[config.mk]
export PLATFORM = sky130hd
export DESIGN_NAME = serial_add_ctrl_flat
export DESIGN_NICKNAME = d
export VERILOG_FILES = /design/src/rtl/serial_add_ctrl_pkg.sv /design/src/rtl/serial_add_ctrl_if.sv /design/src/rtl/serial_add_ctrl_fa.sv /design/src/rtl/serial_add_ctrl.sv /design/src/flat_wrapper.sv
export SDC_FILE = /design/constraint.sdc
export NUM_CORES = 1
export LEC_CHECK = 0
export CORE_ASPECT_RATIO = 1.25
export CORE_MARGIN = 4
export CORE_UTILIZATION = 45
export DETAILED_ROUTE_END_ITERATION = 8
export PLACE_DENSITY = 0.72
export SYNTH_ARGS = -nofsm -noshare
export SYNTH_HDL_FRONTEND = slang
export SYNTH_SLANG_ARGS = --single-unit
[constraint.sdc]
create_clock -name clk -period 1.28 [get_ports clk]
set_input_delay 0.256 -clock clk [delete_from_list [all_inputs] [get_ports clk]]
set_output_delay 0.256 -clock clk [all_outputs]
set_load 0.01 [all_outputs]
[src/rtl/serial_add_ctrl_pkg.sv]
// State encoding shared by the serial adder sequencer.
package adder_pkg;

    // Encoding 2'd3 is unused; the FSM recovers from it to IDLE.
    typedef enum logic [1:0] {
        IDLE = 2'd0,
        RUN  = 2'd1,
        DONE = 2'd2
    } state_e;

endpackage

[src/rtl/serial_add_ctrl_if.sv]
// Request/result bundle between a controller and the serial adder sequencer.
interface serial_add_ctrl_if #(
    parameter int unsigned WIDTH = 8
);
    logic             start;
    logic [WIDTH-1:0] A;
    logic [WIDTH-1:0] B;
    logic             Cin;
    logic             busy;
    logic             done;
    logic [WIDTH-1:0] Sum;
    logic             Cout;

    modport master (
        output start, A, B, Cin,
        input  busy, done, Sum, Cout
    );

    modport slave (
        input  start, A, B, Cin,
        output busy, done, Sum, Cout
    );
endinterface

[src/rtl/serial_add_ctrl_fa.sv]
// Single-bit full-adder cell shared by the bit-serial datapath.
module fullAdder (
    input  logic A,
    input  logic B,
    input  logic Cin,
    output logic Sum,
    output logic Cout
);

    // Pure combinational sum and carry.
    always_comb begin
        Sum  = A ^ B ^ Cin;
        Cout = (A & B) | (Cin & (A ^ B));
    end

endmodule

[src/rtl/serial_add_ctrl.sv]
// Bit-serial adder sequencer: one full-adder evaluation per clock, LSB first.
module serial_add_ctrl
    import adder_pkg::*;
#(
    parameter int unsigned WIDTH = 8
) (
    input  logic             clk,
    input  logic             rst_n,
    serial_add_ctrl_if.slave bus
);

    localparam int unsigned CW = $clog2(WIDTH + 1);

    state_e           state_q;
    logic [WIDTH-1:0] opa_q;
    logic [WIDTH-1:0] opb_q;
    logic [WIDTH-1:0] res_q;
    logic [WIDTH-1:0] sum_q;
    logic [CW-1:0]    cnt_q;
    logic             carry_q;
    logic             cout_q;
    logic             busy_q;
    logic             done_q;

    logic             fa_sum;
    logic             fa_cout;
    logic [WIDTH-1:0] res_d;
    logic [CW-1:0]    cnt_d;
    logic             last_bit;

    fullAdder u_fa (
        .A    (opa_q[0]),
        .B    (opb_q[0]),
        .Cin  (carry_q),
        .Sum  (fa_sum),
        .Cout (fa_cout)
    );

    // Next result word, counter increment and last-bit detect for the RUN step.
    always_comb begin
        res_d          = res_q >> 1;
        res_d[WIDTH-1] = fa_sum;
        cnt_d          = cnt_q + CW'(1);
        last_bit       = (cnt_q == CW'(WIDTH - 1));
    end

    // Sequencer FSM with registered operands, carry, count and outputs.
    always_ff @(posedge clk or negedge rst_n) begin
        if (!rst_n) begin
            state_q <= IDLE;
            opa_q   <= '0;
            opb_q   <= '0;
            res_q   <= '0;
            sum_q   <= '0;
            cnt_q   <= '0;
            carry_q <= 1'b0;
            cout_q  <= 1'b0;
            busy_q  <= 1'b0;
            done_q  <= 1'b0;
        end else begin
            case (state_q)
                IDLE: begin
                    if (bus.start) begin
                        opa_q   <= bus.A;
                        opb_q   <= bus.B;
                        carry_q <= bus.Cin;
                        cnt_q   <= '0;
                        res_q   <= '0;
                        sum_q   <= '0;
                        cout_q  <= 1'b0;
                        busy_q  <= 1'b1;
                        state_q <= RUN;
                    end
                end
                RUN: begin
                    opa_q   <= opa_q >> 1;
                    opb_q   <= opb_q >> 1;
                    carry_q <= fa_cout;
                    cnt_q   <= cnt_d;
                    res_q   <= res_d;
                    if (last_bit) begin
                        // Commit includes the bit being added on this edge.
                        sum_q   <= res_d;
                        cout_q  <= fa_cout;
                        done_q  <= 1'b1;
                        state_q <= DONE;
                    end
                end
                DONE: begin
                    done_q  <= 1'b0;
                    busy_q  <= 1'b0;
                    state_q <= IDLE;
                end
                default: begin
                    done_q  <= 1'b0;
                    busy_q  <= 1'b0;
                    state_q <= IDLE;
                end
            endcase
        end
    end

    assign bus.busy = busy_q;
    assign bus.done = done_q;
    assign bus.Sum  = sum_q;
    assign bus.Cout = cout_q;

endmodule
[src/flat_wrapper.sv]
// flat-port wrapper written by rule: the top's interface ports become plain ports
module serial_add_ctrl_flat import adder_pkg::*;
#(
    parameter int unsigned WIDTH = 8
)
  (clk, rst_n, bus_start, bus_A, bus_B, bus_Cin, bus_busy, bus_done, bus_Sum, bus_Cout);
  serial_add_ctrl_if #(.WIDTH(WIDTH)) bus_i ();
  input  logic clk;
  input  logic rst_n;
  input wire logic [$bits(bus_i.start)-1:0] bus_start;
  input wire logic [$bits(bus_i.A)-1:0] bus_A;
  input wire logic [$bits(bus_i.B)-1:0] bus_B;
  input wire logic [$bits(bus_i.Cin)-1:0] bus_Cin;
  output wire logic [$bits(bus_i.busy)-1:0] bus_busy;
  output wire logic [$bits(bus_i.done)-1:0] bus_done;
  output wire logic [$bits(bus_i.Sum)-1:0] bus_Sum;
  output wire logic [$bits(bus_i.Cout)-1:0] bus_Cout;
  assign bus_i.start = bus_start;
  assign bus_i.A = bus_A;
  assign bus_i.B = bus_B;
  assign bus_i.Cin = bus_Cin;
  assign bus_busy = bus_i.busy;
  assign bus_done = bus_i.done;
  assign bus_Sum = bus_i.Sum;
  assign bus_Cout = bus_i.Cout;
  serial_add_ctrl #(.WIDTH(WIDTH)) u_core (.clk(clk), .rst_n(rst_n), .bus(bus_i));
endmodule
; ---- After elaboration in Yosys (flattened, before gate mapping)
; Cells that the tools add are included.
[totals]
reg_bits = 42
inputBits = 20
out_inout_bits = 11
elab_cells = 51
[classes]
add_sub_neg = 1
eq_ne = 4
muxes = 22
n_bitwise = 7
reduce_logical = 7
[op_table]
columns = op, count
row1 = $pmux W8 S2, 4
row2 = $mux W8, 4
row3 = $pmux W1 S2, 4
row4 = $pmux W4 S2, 1
row5 = $reduce_and A2 Y1, 4
row6 = $mux W1, 5
row7 = $add A4 B1 Y4 const B, 1
row8 = $eq A4 B3 Y1 const B, 1
row9 = $mux W2, 2
row10 = $mux W4, 1
row11 = $pmux W2 S2, 1
row12 = $reduce_and A3 Y1, 1
row13 = $and A1 B1 Y1, 2
row14 = $eq A2 B1 Y1 const B, 1
row15 = $logic_not A2 Y1, 1
row16 = $ne A2 B1 Y1 const B, 1
row17 = $ne A2 B2 Y1 const B, 1
row18 = $not A1 Y1, 2
row19 = $reduce_bool A2 Y1, 1
row20 = $xor A1 B1 Y1, 2
row21 = $or A1 B1 Y1, 1

; ---- Longest topological paths before layout
; Gate-level depths: netlist (run 1).
[depth]
word_depth = 5
ltp_mapped = 6

; ---- By module
; A second synthesis (run 1) with hierarchy kept.
[hier_totals]
cells_unflattened = 143
area_unflattened_um2 = 1680.4
[by_module_without_submodules]
columns = module, instances, cells_per_inst, area_per_inst_um2
row1 = serial_add_ctrl, 1, 142, 1660.3
row2 = fullAdder, 1, 1, 20.0

; ---- Worst setup path before layout (run 1)
; OpenSTA, ideal clock, no wires.
[synth_path]
path_type = register -> register
from = reg u_core.cnt_q[0]
to = reg u_core.sum_q[0] (netlist: u_core.bus.Sum[0])
arrival_time_ns = 1.156
slack_ns = 0.003
stages_incl_launch_ff = 5
n_path_buf = 0
period_less_slack_ns = 1.277
path_cell_list = dfrtp_1 -> ha_1 -> nand3b_1 -> a21o_4 -> a22o_1
[synth_between]
elab_chain_len = 3
[synth_rtl]
columns = item, line
row1 = start: declaration, serial_add_ctrl.sv:19  ; logic [CW-1:0] cnt_q;
row2 = start signal: assignment, serial_add_ctrl.sv:79  ; cnt_q <= cnt_d;
row3 = $eq A4 B3 Y1, serial_add_ctrl.sv:44  ; last_bit = (cnt_q == CW'(WIDTH - 1));
row4 = $ne A2 B1 Y1 (no source line), n/a
row5 = $reduce_and A3 Y1 (no source line), n/a
row6 = end signal: assignment, serial_add_ctrl.sv:83  ; sum_q <= res_d;
row7 = end: declaration, serial_add_ctrl.sv:18  ; logic [WIDTH-1:0] sum_q;
; Every way passes these cells.
; A chain may end at the register's enable or synchronous reset.

; ---- Final worst setup path (run 1)
[layout_path]
from = reg u_core.opb_q[0]
to = reg u_core.sum_q[7] (netlist: u_core.bus.Sum[7])
[layout_between]
elab_chain_len = 4
[layout_rtl]
columns = item, line
row1 = start: declaration, serial_add_ctrl.sv:16  ; logic [WIDTH-1:0] opb_q;
row2 = start signal: assignment, serial_add_ctrl.sv:65  ; opb_q <= bus.B;
row3 = start signal: assignment, serial_add_ctrl.sv:77  ; opb_q <= opb_q >> 1;
row4 = $xor A1 B1 Y1 (2 in a row), serial_add_ctrl_fa.sv:12  ; Sum = A ^ B ^ Cin;
row5 = $mux W8, serial_add_ctrl.sv:81  ; if (last_bit) begin
row6 = $pmux W8 S2, serial_add_ctrl.sv:61  ; case (state_q)
; Every way passes these cells. The select of a mux whose other input is x is not followed.

==> results of run 1 <==
worst paths after layout:
| path | start | endpoint | slack (ns) | depth (start not counted) |
|---|---|---|---|---|
| worst max-delay path | u_core.opb_q[0] | u_core.bus.Sum[7] | -0.06 | 3 |
| worst min-delay path | rst_n | u_core.res_q[6] | 0.46 | 3 |
| worst max register to register | u_core.opb_q[0] | u_core.bus.Sum[7] | -0.06 | 3 |
| worst min register to register | u_core.opa_q[3] | u_core.opa_q[3] | 0.50 | 2 |
| max in group asynchronous | rst_n | u_core.cnt_q[1] | 0.62 | 3 |
| min in group clk | u_core.opa_q[3] | u_core.opa_q[3] | 0.50 | 2 |
cell type report:
class,instances,area (sq um),share of cell area (%)
Multi-Input combinational cell,106,744,29.6
Clock inverter,1,5.00,0.199
Tap cell,54,67.6,2.69
Clock buffer,7,96.3,3.83
Sequential cell,41,1030,40.8
Inverter,5,18.8,0.747
Timing Repair Buffer,63,554,22.1
kinds of logic (layout without fill, tap and decap cells):
family | Yosys count | after routing | synth area share (%)
buf+inv | 15 | 76 | 4.78
flops | 41 | 41 | 56.0
compound gates | 68 | 68 | 26.1
simple gates | 35 | 35 | 10.9
mux | 1 | 1 | 0.546
fa+ha+maj | 2 | 2 | 1.77
placed cells by master, fill, tap and decap left out, drive strengths merged, types with 2 or more instances in the layout:
cell,count
o21ai,20
dlygate4sd2,11
a22o,15
a22oi,14
nand3,4
a21oi,11
nor2b,12
dfrtp,41
a2bb2oi,4
clkdlybuf4s50,17
inv,5
clkbuf,7
nand2b,2
buf,33
nor2,2
nand2,11
stage by stage:
| stage | setup TNS (ns) | area, sq um | hold WS, ns | std cells |
|---|---|---|---|---|
| detailed placement | -7.50 | 2320 | 0.244 | 260 |
| global route | -0.656 | 2510 | 0.501 | 277 |
| global placement | -6.41 | 2320 | 0.240 | 260 |
| CTS | -0.0211 | 2460 | 0.466 | 274 |
| finish | -0.286 | 2510 | 0.460 | 277 |
| floorplan | 0 | 1830 | -0.0396 | 162 |
sequential cells by signal (all words and copies together), names as in the netlist:
name             flops
u_core.opa_q         8
u_core.carry_q       1
u_core.opb_q         8
u_core.bus.Cout      1
u_core.cnt_q         4
u_core.state_q       2
u_core.bus.Sum       8
u_core.res_q         7
u_core.bus.done      1
u_core.bus.busy      1
power groups by stage:
stage               registers (mW)  logic [mW]  clock network (mW)
global placement              2.20        2.45                   0
global route                  2.31        3.03                1.01
floorplan                     2.19        1.51                   0
finish                        2.24        2.76               0.915
CTS                           2.22        2.64               0.938
detailed placement            2.24        2.57                   0
cells in the mapped netlist, drive strengths merged (2+ instances only):
library cell,number
a22oi,14
a22o,15
inv,5
nand3,4
a2bb2oi,4
dfrtp,41
o21ai,20
nand2b,2
clkbuf,2
a21oi,11
buf,8
nand2,11
nor2,2
nor2b,12
what timing repair did:
item,CTS,global route
hold buffers,1,0
endpoints found under the setup margin,19,14
gates resized for setup,16,5
pin swaps,8,10
endpoints found under the hold margin,41,0
setup buffers,5,5
critical path: stages (launching register included):
cell      delay (ns)
dfrtp_1         0.37
inv_2           0.06
fa_1            0.53
o311ai_2        0.27
routing by layer:
layer | part of all wire (%) | routed length [um]
met1 | 40 | 1730
met4 | 1.1 | 48
met2 | 54 | 2350
met3 | 5.3 | 229
met5 | 0 | 0
==> impl_metrics.ini, run 1 <==
[run_status]
status = finished, violations left
violations = setup timing

[die]
ios = 31
die_w_um = 65.1
rows = 25
dieArea_sq_um = 5160
dieHeight_um = 79.4
core_area_sq_um = 3850
start_util_pct = 47.6

[critical_path]
critPathKind = flip-flop to flip-flop
critPathRequiredTime_ns = 1.46
cp_max_fo = 2
start_kind = flip-flop
arrival_ns = 1.52
end_kind = flip-flop

[final_layout]
fillCellCount = 314
drive_gt1_share_pct = 23.8
utilization_pct = 65.3
antenna_cells = 0
nNetsFinal = 244
area_growth_pct = 37.1

[grt]
antenna_found_initial = 0
met2_usage_pct = 33.3
grt_pass1_vias = 1625
top_usage_layer = met2
grt_pass1_wl_um = 7470
grt_overflow = 0
grt_use_met3_pct = 5.37
grt_use_met1_pct = 21.5
grt_max_degree = 42
track_usage_pct = 18.6

[sta]
tightest_slew_ns = 0.339
setup_slack_ns = -0.0559
grt_setup_unrepaired = true
min_period_ns = 1.34
fin_skew_ns = 0.00206
hold_viol = 0
final_max_slew_viol_count = 0
relSlewSlack_pct = 77.4
setup_viol = 9
fin_crit_sh_pct = 104
max_freq_mhz = 749

[cts]
cts_buffer_depth = 2
cts_sinks = 41
cts_made_buffers = 5
path_clk_slew_ns = 0.07
root_buffer = clkbuf_8
cts_tree = done
htreeDepth = 2
clk_latency_ns = 0.29

[worst_hold_path]
min_path_type = input pin to asynchronous set/reset pin

[logic_synthesis]
yosys_warnings = 0
syn_nets = 184
ys_top_cells_by_area = dfrtp_1, a22o_1, a22oi_1, o21ai_1, nor2b_1
synth_cell_types = 30
synthCells = 162
synth.avg_cell_area_sq_um = 11.3
yosysTopAreaCell = dfrtp_1
synth_enable_flop_cells = 0
ys_seq_area_share_pct = 56.0
synth_flop_cell = dfrtp_1
ys_seq_elements = 41
async_flop_share_pct = 100
synth_top_area_share_pct = 56.0
syn_area_sq_um = 1830

[detailed_routing]
wl_per_cell_um = 15.7
first_pass_iters = 4
via_count = 1490
ant_nets = 0
viasPerCell = 5.38
wirelength_um = 4360
drc = 0
drt_iter0_markers = 88

[power]
intPower_mw = 3.82
switching_share_pct = 35.4
power_mw = 5.92
powerDensity_nw_per_um2 = 2360
ir_drop_v = 0.00126
pwr-share-seq_pct = 37.9
clkPwrFrac_pct = 15.5
combPwrFrac_pct = 46.7
p_sw_mw = 2.10
p_leak_nw = 1.17

[place]
hpwl_um = 3110
gp_congestion = 0.811
preCtsSetupSlack_ns = -0.273
portBuffers = 30

[job]
maxCapViolCount = 0
No activity file was read; power rests on OpenSTA's default activity.
==> run 2: changes to the inputs <==
- CORE_UTILIZATION: 45 -> 52
- PLACE_DENSITY: 0.72 -> 0.78
- clock period: 1.28 -> 1.4 ns (I/O delays scaled with it)
==> run 2 against run 1 <==
Compared with the run above:
- the flow now finishes without violations
- core utilization up 6.2 points
- total power decreased by 14%
- clock power increased by 5.5%
- worst setup slack improved by 0.12 ns
- non-clock buffer count fell by 16
- final cell count shrank 12%
- first-iteration DRC count is 26% lower
- largest power group is now sequential cells
==> impl_metrics.ini, run 2 (synthesis gave the netlist of run 1 again) <==
[power]
intPower_mw = 3.31
clkPwrFrac_pct = 18.9
power_mw = 5.10
switching_share_pct = 35.0
p_leak_nw = 1.09
combPwrFrac_pct = 40.3
powerDensity_nw_per_um2 = 2150
p_sw_mw = 1.78
ir_drop_v = 0.00138
pwr-share-seq_pct = 40.7

[sta]
relSlewSlack_pct = 69.4
fin_skew_ns = 0.00484
grt_setup_unrepaired = false
fin_crit_sh_pct = 95.3
setup_slack_ns = 0.0663
tightest_slew_ns = 0.459
hold_viol = 0
setup_viol = 0
min_period_ns = 1.33
max_freq_mhz = 750
final_max_slew_viol_count = 0

[die]
dieArea_sq_um = 4540
start_util_pct = 55.4
die_w_um = 61.1
dieHeight_um = 74.4
ios = 31
core_area_sq_um = 3310
rows = 23

[cts]
cts_made_buffers = 5
path_clk_slew_ns = 0.08
root_buffer = clkbuf_8
clk_latency_ns = 0.29
htreeDepth = 2
cts_buffer_depth = 2
cts_sinks = 41
cts_tree = done

[place]
gp_congestion = 0.771
hpwl_um = 3000
portBuffers = 30
preCtsSetupSlack_ns = -0.186

[worst_hold_path]
min_path_type = input pin to asynchronous set/reset pin

[grt]
antenna_found_initial = 0
grt_overflow = 0
grt_pass1_vias = 1485
track_usage_pct = 20.2
grt_pass1_wl_um = 6790
grt_max_degree = 24

[final_layout]
seq_area_sq_um = 1030
nNetsFinal = 228
utilization_pct = 71.5
layout_commonest_cell = dfrtp_1
mostFrequentLayoutCells = dfrtp_1, o21ai_1, clkdlybuf4s50_1, a22o_1, buf_4
area_growth_pct = 29.1
fillCellCount = 250
multiInputGateArea_sq_um = 732
antenna_cells = 0
drive_gt1_share_pct = 15.9

[detailed_routing]
viasPerCell = 6.05
via_count = 1477
drt_iter0_markers = 65
drc = 0
wl_per_cell_um = 16.6
first_pass_iters = 4
ant_nets = 0
wirelength_um = 4060

[critical_path]
critPathKind = flip-flop to flip-flop
end_kind = flip-flop
regToRegStartpoint = u_core.cnt_q[1]
critPathRequiredTime_ns = 1.58
arrival_ns = 1.51
start_kind = flip-flop
r2r_cells = 4
cp_max_fo = 8
reg2reg_slack_ns = 0.07
timing.rr.end = u_core.bus.Sum[5]

[run_status]
status = completed

[job]
maxCapViolCount = 0
==> run 2: changes by cell type in the layout (fill, tap and decap cells not counted), moves of 2 or more <==
cell     previous run  this run
buf_6               2         0
buf_4              29        15
inv_1               1         4
inv_2               4         1
dfrtp_1            41        39
dfrtp_2             0         2
==> run 2: repair_timing <==
item | CTS | global route
hold endpoints to repair | 18 | 0
pin swaps | 0 | 2
hold buffers | 1 | 0
cloned | 0 | 0
endpoints found under the setup margin | 12 | 19
buffers inserted | 1 | 1
resized for setup | 11 | 4
==> run 2: power by group through the flow <==
| stage | clock (mW) | combinational, mW | sequential [mW] |
|---|---|---|---|
| finish | 0.965 | 2.06 | 2.08 |
| global route | 1.05 | 2.28 | 2.12 |
| CTS | 0.984 | 2.04 | 2.05 |
| detailed placement | 0 | 2.11 | 2.07 |
| global placement | 0 | 2.01 | 2.04 |
| floorplan | 0 | 1.38 | 2.00 |
==> run 2: worst max-delay path, stage by stage (launching register included) <==
cell,delay (ns)
dfrtp_1,0.41
ha_4,0.16
nand3b_1,0.14
a21o_4,0.27
a22o_1,0.24
==> run 2: per-stage QoR <==
step	instance area, sq um	hold slack (ns)	TNS, ns	cells
2_1_floorplan	1830	-0.0156	0	162
3_3_place_gp	2220	0.242	-2.65	233
3_5_place_dp	2220	0.248	-3.91	233
4_1_cts	2340	0.477	0	243
5_1_grt	2370	0.489	0	244
6_report	2370	0.465	0	244
==> run 2: area by class of cell <==
cell class	count	share of cell area, %
inverter	5	0.793
sequential	41	43.5
clock buffer	7	3.65
timing repair buffer	47	17.9
tap	37	1.96
multi-input combinational	106	30.9
clock inverter	1	1.27
==> run 2: how the worst max path moves through the flow <==
stage                                from                 to  slack (ns)  cells after the start
final                     u_core.cnt_q[1]  u_core.bus.Sum[5]        0.07                      4
after global routing      u_core.opa_q[0]  u_core.bus.Sum[7]        0.02                      3
after CTS                 u_core.cnt_q[1]  u_core.bus.Sum[5]        0.01                      4
after detailed placement        bus_start  u_core.bus.Sum[5]       -0.19                      4
after global placement          bus_start  u_core.bus.Sum[0]       -0.14                      4
after floorplan           u_core.cnt_q[0]  u_core.bus.Sum[0]        0.12                      4
==> run 2: routing by layer <==
| layer | global-route usage, % | wire length, um |
|---|---|---|
| met3 | 4.17 | 205 |
| met2 | 34.0 | 2110 |
| met1 | 24.0 | 1710 |
| met5 | 0 | 0 |
| met4 | 10.1 | 36 |
==> run 3: changes to the inputs <==
- CAP_MARGIN: default -> 0
- CELL_PAD_IN_SITES_DETAIL_PLACEMENT: default -> 0
- CELL_PAD_IN_SITES_GLOBAL_PLACEMENT: default -> 1
- CORE_UTILIZATION: 52 -> 44
- PLACE_DENSITY: 0.78 -> default
- PLACE_DENSITY_LB_ADDON: default -> 0.1
- clock period: 1.4 -> 1.65 ns (I/O delays scaled with it)
==> run 3 against run 2 <==
Compared with the run above:
- die area is 16% higher
- wire length is 3.7% lower
- via count is 6.7% lower
- first-iteration DRC count is 22% higher
- sequential cell count stayed put
- combinational power is 17% lower
==> impl_metrics.ini, run 3 (synthesis gave the netlist of run 1 again) <==
[critical_path]
r2r_cells = 4
crit_cells = 1
critPathMaxStageDelay_ns = 0.54
cp_cell_sequence = clkdlybuf4s50_1
timing.rr.end = u_core.bus.Sum[0]
slowest_stage = clkdlybuf4s50_1
start_kind = flip-flop
cp-endpoint = bus_Sum[7]
critPathBufInv = 1
reg2reg_slack_ns = 0.15
cp_max_fo = 3
crit_family = buffers and inverters
end_kind = output pin
arrival_ns = 1.21
regToRegStartpoint = u_core.state_q[1]
critPathKind = flip-flop to output pin
critPathRequiredTime_ns = 1.32
crit_start = u_core.bus.Sum[7]

[detailed_routing]
drt_iter0_markers = 79
viasPerCell = 5.36
wl_per_cell_um = 15.2
first_pass_iters = 4
ant_nets = 0
drc = 0
wirelength_um = 3910
via_count = 1378

[final_layout]
area_growth_pct = 26.6
seq_area_sq_um = 1030
antenna_cells = 0
mostFrequentLayoutCells = dfrtp_1, clkdlybuf4s50_1, o21ai_1, a22o_1, a22oi_1
nNetsFinal = 223
final_cells = 257
layout_commonest_cell = dfrtp_1
utilization_pct = 57.1
multiInputGateArea_sq_um = 719
fillCellCount = 380
drive_gt1_share_pct = 11.9

[cts]
htreeDepth = 2
cts_sinks = 41
cts_hold_buf = 1
clk_latency_ns = 0.29
root_buffer = clkbuf_8
cts_setup_buffers = 0
ctsResizeCount = 0
cts_buffer_depth = 2
cts_tree = done
cts_made_buffers = 5
path_clk_slew_ns = 0.07

[place]
post-place-cells = 249
portBuffers = 30
gp_congestion = 0.782
hpwl_um = 2860

[sta]
tns_ns = 0
relSlewSlack_pct = 65.6
final_max_slew_viol_count = 0
fin_crit_sh_pct = 93.0
hold_viol = 0
min_period_ns = 1.54
tightest_slew_ns = 0.515
hold_slack_ns = 0.496
setup_viol = 0
fin_skew_ns = 0.00457
grt_setup_unrepaired = false
max_freq_mhz = 651

[run_status]
status = completed

[job]
maxCapViolCount = 0

[die]
dieHeight_um = 80.2
core_area_sq_um = 4070
die_w_um = 65.7
dieArea_sq_um = 5270
start_util_pct = 45.1
rows = 26
ios = 31

[grt]
grt_pass1_wl_um = 6760
grt_pass1_vias = 1418
grt_overflow = 0
antenna_found_initial = 0
track_usage_pct = 17.0
grt_max_degree = 25

[worst_hold_path]
holdPathStages = 2
min_path_type = flip-flop to flip-flop

[power]
ir_drop_v = 0.000725
p_leak_nw = 1.01
power_mw = 4.09
powerDensity_nw_per_um2 = 1760
run 3: cell count changes in the layout (fill, tap and decap cells not counted), sizes merged:
cell | previous run | this run
clkdlybuf4s50 | 18 | 29
dlygate4sd2 | 11 | 0
buf | 17 | 12
bufinv | 1 | 0
run 3: cell type report:
class                      instances  share of cell area [%]
tap                               56                    3.02
timing repair buffer              42                    17.3
sequential                        41                    44.2
clock buffer                       7                    3.72
inverter                           5                   0.809
multi-input combinational        106                    31.0
run 3: worst min-delay path by stage:
stage / slack, ns / from / to
after floorplan: 0.03 / rst_n / u_core.bus.Cout
after global placement: 0.29 / rst_n / u_core.res_q[6]
after detailed placement: 0.30 / rst_n / u_core.res_q[6]
after CTS: 0.50 / u_core.opa_q[2] / u_core.opa_q[2]
after global routing: 0.52 / u_core.bus.Sum[4] / u_core.bus.Sum[4]
final: 0.50 / u_core.opa_q[2] / u_core.opa_q[2]
run 3: worst reg2reg max path: stages, from the launching register on:
cell and delay, ns:
dfrtp_1 0.57, nor2b_4 0.41, nand2_2 0.15, inv_2 0.15, a22o_1 0.16
run 3: power breakdown:
group          leakage, nW  switching [mW]  internal, mW  total, mW
logic                0.426           0.807         0.892       1.70
clock network       0.0443           0.315         0.332      0.647
registers            0.538           0.326          1.42       1.74
total                 1.01            1.45          2.64       4.09
run 3: per-layer routing:
layer	GRT usage (%)	routed length, um	vias to the layer above
met5	0	0	-
met4	6.02	60	0
met3	4.90	150	5
met2	27.9	1950	26
met1	21.0	1750	684
li1	-	-	663
run 3: per-stage QoR:
stage | setup slack, ns | instance area [sq um]
after floorplan | 0.373 | 1830
after global placement | 0.0687 | 2220
after detailed placement | 0.0149 | 2220
after CTS | 0.0940 | 2320
after global routing | 0.0503 | 2320
final | 0.115 | 2320
